<file path="config.mk">
export PLATFORM = sky130hd
export DESIGN_NAME = spm_arbiter
export DESIGN_NICKNAME = d
export VERILOG_FILES = /design/src/rtl/spm_arbiter.sv
export SDC_FILE = /design/constraint.sdc
export NUM_CORES = 1
export LEC_CHECK = 0
export BUFFER_PORTS_ARGS = -buffer_cell sky130_fd_sc_hd__buf_2
export CAP_MARGIN = 15
export CORE_AREA = 2 2 183 185
export DETAILED_ROUTE_END_ITERATION = 7
export DIE_AREA = 0 0 185 187
export SLEW_MARGIN = 10
export SYNTH_ARGS = -nofsm -noshare
export SYNTH_HDL_FRONTEND = slang
export SYNTH_SLANG_ARGS = --single-unit
</file>
<file path="constraint.sdc">
create_clock -name clk -period 6.3 [get_ports clk]
set_clock_uncertainty 0.1 [all_clocks]
set_input_delay 0.63 -clock clk [delete_from_list [all_inputs] [get_ports clk]]
set_output_delay 0.63 -clock clk [all_outputs]
set_load 0.05 [all_outputs]
</file>
<file path="src/rtl/spm_arbiter.sv">
// spm_arbiter: shares one serial-parallel multiplier core between NREQ requesters.
// A round-robin arbiter accepts one operand pair in IDLE and sequences the core
// (start pulse, wait for done). It returns the product, or a watchdog error, over
// a per-requester valid/ready response channel.
module spm_arbiter #(
    parameter int NREQ    = 4,
    parameter int IDW     = 2,
    parameter int TIMEOUT = 128,
    parameter int TW      = 8
) (
    input  logic                 clk,
    input  logic                 rst,
    input  logic [NREQ-1:0]      req_valid,
    output logic [NREQ-1:0]      req_ready,
    input  logic [32*NREQ-1:0]   req_mc,
    input  logic [32*NREQ-1:0]   req_mp,
    output logic [NREQ-1:0]      resp_valid,
    input  logic [NREQ-1:0]      resp_ready,
    output logic [63:0]          resp_prod,
    output logic                 resp_err,
    output logic                 busy,
    output logic [IDW-1:0]       grant_id,
    output logic [31:0]          mul_mc,
    output logic [31:0]          mul_mp,
    output logic                 mul_start,
    input  logic [63:0]          mul_prod,
    input  logic                 mul_done
);

    typedef enum logic [2:0] {
        IDLE,
        ISSUE,
        WAIT,
        RESP,
        DRAIN
    } state_t;

    state_t         state;
    state_t         state_nxt;
    logic [IDW-1:0] rr;
    logic [TW-1:0]  wd;
    logic [IDW-1:0] gnt;
    logic           gnt_vld;
    logic [31:0]    sel_mc;
    logic [31:0]    sel_mp;
    logic           wd_expired;

    assign wd_expired = (wd == TW'(TIMEOUT - 1));

    // Round-robin pick: first valid at or above rr, then wrap to those below rr.
    // NOTE: every variable written here gets a default first, so no path leaves
    // it unassigned and no latch is inferred.
    always_comb begin
        gnt     = '0;
        gnt_vld = 1'b0;
        sel_mc  = '0;
        sel_mp  = '0;
        for (int i = 0; i < NREQ; i++) begin
            if (!gnt_vld && req_valid[i] && (IDW'(i) >= rr)) begin
                gnt     = IDW'(i);
                gnt_vld = 1'b1;
            end
        end
        for (int i = 0; i < NREQ; i++) begin
            if (!gnt_vld && req_valid[i] && (IDW'(i) < rr)) begin
                gnt     = IDW'(i);
                gnt_vld = 1'b1;
            end
        end
        for (int i = 0; i < NREQ; i++) begin
            if (gnt == IDW'(i)) begin
                sel_mc = req_mc[32*i +: 32];
                sel_mp = req_mp[32*i +: 32];
            end
        end
    end

    // Handshake outputs decoded from state. req_ready is masked while rst is high
    // because it is the only output that does not come from a register.
    always_comb begin
        req_ready  = '0;
        resp_valid = '0;
        if (state == IDLE && gnt_vld && !rst) begin
            req_ready[gnt] = 1'b1;
        end
        if (state == RESP) begin
            resp_valid[grant_id] = 1'b1;
        end
    end

    assign mul_start = (state == ISSUE);
    assign busy      = (state != IDLE);

    // Next-state logic. A done seen in WAIT wins over a watchdog expiry in the same cycle.
    always_comb begin
        state_nxt = state;
        case (state)
            IDLE:    if (gnt_vld) state_nxt = ISSUE;
            ISSUE:   state_nxt = WAIT;
            WAIT:    if (mul_done || wd_expired) state_nxt = RESP;
            RESP:    if (resp_ready[grant_id]) state_nxt = resp_err ? IDLE : DRAIN;
            DRAIN:   if (!mul_done) state_nxt = IDLE;
            default: state_nxt = IDLE;
        endcase
    end

    // State register, operand latch, watchdog and result capture.
    // NOTE: sequential state uses non-blocking assignments so every register
    // samples pre-edge values, regardless of statement order.
    always_ff @(posedge clk or posedge rst) begin
        if (rst) begin
            state     <= IDLE;
            rr        <= '0;
            wd        <= '0;
            grant_id  <= '0;
            mul_mc    <= '0;
            mul_mp    <= '0;
            resp_prod <= '0;
            resp_err  <= 1'b0;
        end else begin
            state <= state_nxt;
            case (state)
                IDLE: begin
                    if (gnt_vld) begin
                        mul_mc   <= sel_mc;
                        mul_mp   <= sel_mp;
                        grant_id <= gnt;
                        rr       <= (gnt == IDW'(NREQ - 1)) ? '0 : gnt + 1'b1;
                    end
                end
                ISSUE: wd <= '0;
                WAIT: begin
                    wd <= wd + 1'b1;
                    if (mul_done) begin
                        resp_prod <= mul_prod;
                        resp_err  <= 1'b0;
                    end else if (wd_expired) begin
                        resp_prod <= '0;
                        resp_err  <= 1'b1;
                    end
                end
                default: ;
            endcase
        end
    end

endmodule

</file>
==> results of run 1 <==
==> cell families after synthesis <==
| logic type | share of synthesized area |
|---|---|
| buf+inv | 0.1037 |
| xor+xnor | 0.002111 |
| fa+ha+maj | 0.007539 |
| simple gates | 0.1267 |
| flops | 0.4343 |
| compound gates | 0.3179 |
| mux | 0.007840 |
==> worst reg2reg max path, cell delays in order (launching register included) <==
cell and delay, ns:
dfrtp_1 0.44, nor3b_1 0.53, or3_1 0.28, ha_4 0.53, buf_4 0.75, a21oi_1 0.14
a221o_1 0.35, a31oi_1 0.18
==> stage by stage <==
stage,cell area (um2),setup slack (ns)
6_report,11590,2.344
5_1_grt,11590,2.128
4_1_cts,11580,2.267
3_5_place_dp,11010,2.607
3_3_place_gp,11010,2.675
2_1_floorplan,8298,1.114
==> report_power, final <==
part	total, mW	switching [mW]	leakage [nW]	internal, mW
Clock	1.02	0.464	0.265	0.558
Sequential	1.72	0.334	1.62	1.39
Combinational	4.26	3.00	3.73	1.26
Total	7.00	3.80	5.62	3.20
==> cell usage in the layout (no fill, tap or decap), types with 3 or more instances in the layout <==
cell        instances
clkinvlp_4          5
a31oi_1            66
nand3_1             6
clkbuf_16          17
nand2b_1            4
a221o_1            64
nand2_1            72
ha_4                3
nand3b_1           65
nor3b_1             4
or3_1               3
buf_2             471
inv_6               7
a21oi_1           130
a22oi_1            64
nor3_1              5
o21ai_0            70
dfrtp_1           144
inv_1             130
nor2_1              5
and3_1              6
buf_4              11
diode_2             4
==> cells in the mapped netlist, types with 6 or more instances <==
library cell / count / area share
a22oi_1: 64 / 0.058
dfrtp_1: 144 / 0.43
a221o_1: 64 / 0.077
o21ai_0: 70 / 0.042
buf_2: 10 / 0.0060
and3_1: 6 / 0.0045
nand3b_1: 65 / 0.059
nand3_1: 6 / 0.0036
nand2_1: 72 / 0.033
buf_1: 6 / 0.0027
a21oi_1: 130 / 0.078
clkbuf_1: 76 / 0.034
a31oi_1: 66 / 0.050
inv_1: 131 / 0.059
==> metal layers <==
metal,track usage,vias up,routed length (um),part of all wire
met1,0.2109,4328,13010,0.40
met5,0,-,27,0.00083
met2,0.3178,398,16120,0.50
met4,0.06380,4,923,0.028
met3,0.04381,55,2421,0.074
li1,-,4332,-,-
==> worst max path at each step <==
| stage | start | endpoint | cells after the start | slack [ns] |
|---|---|---|---|---|
| floorplan | rst | req_ready[0] | 2 | 1.11 |
| global placement | req_valid[3] | mul_mp[24] | 9 | 2.67 |
| detailed placement | req_valid[3] | mul_mp[2] | 9 | 2.61 |
| CTS | state[2] | req_ready[0] | 6 | 2.27 |
| global route | state[2] | req_ready[2] | 6 | 2.13 |
| finish | state[2] | req_ready[0] | 6 | 2.34 |
==> flip-flops by register name, summed over array words and instances (netlist names) <==
name and count:
mul_mc 32, state 3, rr 2, wd 8, resp_err 1, mul_mp 32
resp_prod 64, grant_id 2
==> cell type report <==
type                       instances  area (um2)
antenna                            4       10.01
clock buffer                      18       429.2
clock inverter                    14       142.6
fill                            3500       21270
inverter                         131       496.7
multi-input combinational        599        3913
sequential                       144        3603
tap                              448       560.5
timing repair buffer             482        2440
==> impl_metrics.ini, run 1 <==
[critical_path]
critPathSlowestCell = nor2_4
r2r_setup_slack_ns = 2.94
crit_buf_inv = 3
arrival_ns = 3.23
worstPathMaxFanout = 66
r2r_end = mul_mp[0]
reg2reg_from = rr[1]
worst_path_largest_cell_delay_ns = 0.66
rr_worst_depth = 7
crit_path_start_kind = flip-flop
cp.required_ns = 5.57
path_delay_family = simple AND/OR/NAND/NOR gates
path_class = flip-flop to primary output
path_cells = nor3_4 > buf_4 > inv_1 > nor2_4 > and3_1 > buf_2
endpoint_kind = primary output

[yosys]
async_reset_ff_frac = 1.000
yosysUniqueCellTypes = 45
ys_ff_latch = 144
yosys_warnings = 0
syn_area_per_cell_um2 = 8.581
seq_area_frac_synth = 0.4343
synth_edf_count = 0
synth.net_count = 1303
synth_ff_type = dfrtp_1
synth_cells = 967
syn_area_um2 = 8298

[job]
maxCapViolCount = 0

[layout]
final_cells = 1840
fin_util = 0.3528
area_growth_pct = 39.73
drive_gt1_frac = 0.3818
num-nets-final = 1711

[power]
p_per_area_nw_per_um2 = 603.6
power.total_mw = 6.999
max-vdd-ir-drop_v = 0.0002848
power.leakage_nw = 5.622

[placement]
gp_congestion = 0.8976
port_buffers = 471
dp_cells = 1804
hpwl_um = 23320

[cts]
cts_buffer_depth = 2
cts-buffers-inserted = 17
cts_resized = 0
path_clk_slew_ns = 0.07
cts_max_level = 4
hold_buffers = 0
clock_latency_ns = 0.42
cts_tree = yes
ctsRootBufferMaster = clkbuf_16
cts_setup_buffers = 0
cts.sinks = 144

[timing]
fin_tns_setup_ns = 0
fin_crit_ns = 3.956
setup_viol = 0
hold_slack_ns = 0.2651
slew_headroom = 0.3871
slew_viol_final = 0
tightest_slew_ns = 0.9174
fmax_mhz = 252.8
fin_crit_sh = 0.6279
rsz0062_at_grt = false
finalHoldViolations = 0

[die]
die_w_um = 185
dieArea_um2 = 34600
start_util = 0.2525
ioPinCount = 472
rows = 67
dieHeight_um = 187
core_area_um2 = 32860

[drt]
num_vias = 9117
wl_um = 32500
drt_first_pass_iters = 6
wl_per_cell_um = 17.66
drtIter0Drc = 502
drc_errors = 0
routed_via_density = 4.955
antenna_left = 0

[grt]
grt_max_degree = 101
gr-total-overflow = 0
grt_pass1_wl_um = 48870
antenna_found_initial = 6
track_usage = 0.1801
grt_pass1_vias = 8859

[run_status]
outcome = completed

[hold_path]
hold_class = input pin to async pin
(Power assumes the default switching activity.)
==> inputs of run 2 (changes only) <==
==> constraint.sdc (replaced) <==
create_clock -name clk -period 3.64 [get_ports clk]
set_clock_uncertainty 0.1 [all_clocks]
set_input_delay 0.364 -clock clk [delete_from_list [all_inputs] [get_ports clk]]
set_output_delay 0.364 -clock clk [all_outputs]
set_load 0.05 [all_outputs]
==> run 2 against run 1 <==
Compared with the run above: hold slack got worse by 0.19 ns; largest power group unchanged; critical endpoint is now req_ready[1]; core utilization rose by 0.67 points; cell area rose by 1.9%.
==> impl_metrics.ini, run 2 (same netlist as run 1, synthesis figures left out) <==
[die]
dieArea_um2 = 34600
die_w_um = 185
core_area_um2 = 32860
dieHeight_um = 187
rows = 67
start_util = 0.2525
ioPinCount = 472

[critical_path]
path_class = flip-flop to primary output
endpoint_kind = primary output
cp.required_ns = 3.18
crit_path_start_kind = flip-flop
worstPathMaxFanout = 51
reg2reg_from = rr[0]
crit_start = rr[0]
arrival_ns = 2.81

[timing]
fin_crit_ns = 3.273
hold_slack_ns = 0.07396
setup_slack_ns = 0.3672
tightest_slew_ns = 0.9848
fmax_mhz = 305.5
finalHoldViolations = 0
setup_viol = 0
rsz0062_at_grt = false
slew_headroom = 0.3421
fin_crit_sh = 0.8991
slew_viol_final = 0
fin_tns_setup_ns = 0

[cts]
cts-buffers-inserted = 17
clock_latency_ns = 0.41
cts_buffer_depth = 2
cts_resized = 0
cts_tree = yes
ctsRootBufferMaster = clkbuf_16
cts_max_level = 4
hold_buffers = 1
path_clk_slew_ns = 0.06
cts_setup_buffers = 0
cts.sinks = 144

[layout]
final_cells = 1859
final_cell_area_um2 = 11810
top_register = resp_prod
num-nets-final = 1728
area_growth_pct = 42.37
fin_util = 0.3595
mostFrequentLayoutCells = buf_2 (471), dfrtp_1 (144), inv_1 (130), a21oi_1 (130), nand2_1 (72)
drive_gt1_frac = 0.3893
final_common_cell = buf_2
largest_register_ffs = 64
reg_top3 = resp_prod (64), mul_mc (32), mul_mp (32)

[job]
maxCapViolCount = 0

[grt]
gr-total-overflow = 0
grt_pass1_wl_um = 48290
grt_pass1_vias = 8901
grt_max_degree = 98
track_usage = 0.1764
antenna_found_initial = 10

[run_status]
outcome = completed

[hold_path]
hold_start = mul_prod[60]
hold_class = input pin to flip-flop

[drt]
antenna_left = 0
num_vias = 9231
drt_first_pass_iters = 5
drtIter0Drc = 577
wl_per_cell_um = 17.09
drc_errors = 0
wl_um = 31770
routed_via_density = 4.966

[power]
max-vdd-ir-drop_v = 0.0004690
p_per_area_nw_per_um2 = 1041
power.total_mw = 12.29
power.leakage_nw = 5.738

[placement]
placed_cell_area_um2 = 11180
hpwl_um = 23060
pre_cts_ws_ns = 0.5667
port_buffers = 471
dp_cells = 1820
gp_congestion = 0.8910
run 2: cell type report:
cell class	count	area (um2)
well taps	448	560.5
diodes	6	15.01
inverters	131	495.5
fillers	3460	21050
repair buffers	499	2620
clock buffers	19	452.9
multi-input cells	599	3913
flip-flops and latches	144	3603
clock inverters	13	153.9
run 2: where the power goes:
part	total, mW	internal [mW]	switching (mW)
combinational	7.49	2.28	5.22
clock	1.83	1.06	0.772
sequential	2.97	2.40	0.570
total	12.3	5.74	6.56
run 2: layer usage:
layer,GRT usage,up-vias,part of all wire
met5,0,-,0.0019
met4,0.06868,8,0.029
met3,0.05004,56,0.082
met2,0.2960,432,0.48
met1,0.2126,4369,0.40
li1,-,4366,-
run 2: worst max-delay path: stages, from the launching register on:
cell,delay [ns]
dfrtp_1,0.41
nand2b_1,0.12
a21boi_0,0.15
nor3_1,0.54
ha_4,0.59
and3_1,0.26
buf_2,0.26
run 2: worst paths after layout:
check                                     end  slack (ns)  cells after the start
worst max-delay path             req_ready[1]        0.37                      6
worst min-delay path            resp_prod[60]        0.07                      3
worst max register to register     mul_mc[27]        0.68                      8
worst min register to register          wd[7]        0.37                      1
max in group asynchronous          mul_mc[17]        2.11                      4
min in group asynchronous          mul_mc[16]        0.41                      3
==> inputs of run 3 (changes only) <==
==> constraint.sdc (replaced) <==
create_clock -name clk -period 4.2 [get_ports clk]
set_clock_uncertainty 0.1 [all_clocks]
set_input_delay 0.42 -clock clk [delete_from_list [all_inputs] [get_ports clk]]
set_output_delay 0.42 -clock clk [all_outputs]
set_load 0.05 [all_outputs]
==> run 3 against run 2 <==
Compared with the run above: sequential power fell by 13%; critical path depth did not move; cell count fell by 0.48%; hold slack improved by 0.036 ns; routed wire length rose by 2.7%; sequential share of layout area rose by 0.18 points; sequential cell count did not move; critical path type unchanged.
==> impl_metrics.ini, run 3 (same netlist as run 1, synthesis figures left out) <==
[critical_path]
path_class = flip-flop to primary output
critPathCapture = req_ready[3]
crit_path_start_kind = flip-flop
crit_start = rr[1]
reg2reg_from = rr[1]
worstPathMaxFanout = 48
r2r_setup_slack_ns = 1.30
arrival_ns = 2.77
cp.required_ns = 3.68
rr_worst_depth = 8
endpoint_kind = primary output
r2r_end = mul_mc[2]

[grt]
gr-total-overflow = 0
antenna_found_initial = 5
grt_max_degree = 66
grt_pass1_wl_um = 48640
track_usage = 0.1816
grt_pass1_vias = 8659

[cts]
cts_tree = yes
path_clk_slew_ns = 0.06
cts_resized = 0
cts_setup_buffers = 0
ctsRootBufferMaster = clkbuf_16
cts_buffer_depth = 2
cts_max_level = 4
cts-buffers-inserted = 17
cts.sinks = 144
hold_buffers = 1
clock_latency_ns = 0.43

[power]
power.total_mw = 10.67
p_per_area_nw_per_um2 = 908.3
power.leakage_nw = 5.703
max-vdd-ir-drop_v = 0.0003448

[die]
dieArea_um2 = 34600
start_util = 0.2525
dieHeight_um = 187
core_area_um2 = 32860
die_w_um = 185
ioPinCount = 472
rows = 67

[drt]
num_vias = 9138
drtIter0Drc = 496
routed_via_density = 4.939
drc_errors = 0
antenna_left = 0
drt_first_pass_iters = 7
wl_um = 32640
wl_per_cell_um = 17.64

[layout]
largest_register_ffs = 64
fin_util = 0.3574
final_common_cell = buf_2
mostFrequentLayoutCells = buf_2 (471), dfrtp_1 (144), inv_1 (130), a21oi_1 (130), nand2_1 (72)
fillers = 3473
top_register = resp_prod
area_growth_pct = 41.53
reg_top3 = resp_prod (64), mul_mc (32), mul_mp (32)
drive_gt1_frac = 0.3858
num-nets-final = 1720

[run_status]
outcome = completed

[placement]
port_buffers = 471
gp_congestion = 0.8668
hpwl_um = 22820

[job]
maxCapViolCount = 0

[timing]
fin_crit_sh = 0.7821
slew_viol_final = 0
fmax_mhz = 304.4
fin_tns_setup_ns = 0
setup_viol = 0
slew_headroom = 0.2861
hold_slack_ns = 0.1103
fin_crit_ns = 3.285
finalHoldViolations = 0
rsz0062_at_grt = false
tightest_slew_ns = 1.071

[hold_path]
hold_class = input pin to flip-flop
-- run 3: worst min path at each step --
stage / from / endpoint / slack [ns] / cells past startpoint
finish: mul_done / resp_err / 0.11 / 2
global route: mul_done / resp_err / 0.09 / 2
CTS: mul_done / resp_err / 0.07 / 2
detailed placement: rst / mul_mc[24] / 0.34 / 2
global placement: rst / mul_mc[24] / 0.34 / 2
floorplan: wd[7] / wd[7] / 0.34 / 1
-- run 3: area by class of cell --
type,count,area (um2),area share
Inverter,131,495.5,0.04219
Multi-Input combinational cell,599,3913,0.3332
Timing Repair Buffer,491,2547,0.2169
Sequential cell,144,3603,0.3068
Clock buffer,19,452.9,0.03857
Tap cell,448,560.5,0.04773
Antenna cell,5,12.51,0.001065
Clock inverter,13,158.9,0.01353
-- run 3: critical path, stage by stage (launching register included) --
cell and delay (ns):
dfrtp_1 0.43, nand2b_1 0.13, a21oi_1 0.10, nor3_1 0.54, ha_4 0.60, and3_1 0.24, buf_2 0.26
-- run 3: routing by layer --
layer  track usage  part of all wire
met2        0.3045              0.49
met4       0.07875             0.028
met1        0.2191              0.41
met5             0                 0
met3       0.04614             0.078
-- run 3: per-stage QoR --
stage                     setup slack, ns  std cells  area [um2]
after floorplan                    0.3853        967        8302
after global placement              1.215       1812       11110
after detailed placement            1.145       1812       11110
after CTS                          0.8584       1845       11730
after global routing               0.7133       1849       11740
final                              0.9150       1850       11740
-- run 3: power breakdown --
part / switching, mW / internal [mW] / leakage [nW]
Combinational: 4.52 / 1.94 / 3.78
Sequential: 0.506 / 2.08 / 1.62
Clock: 0.652 / 0.966 / 0.296
Total: 5.68 / 4.99 / 5.70
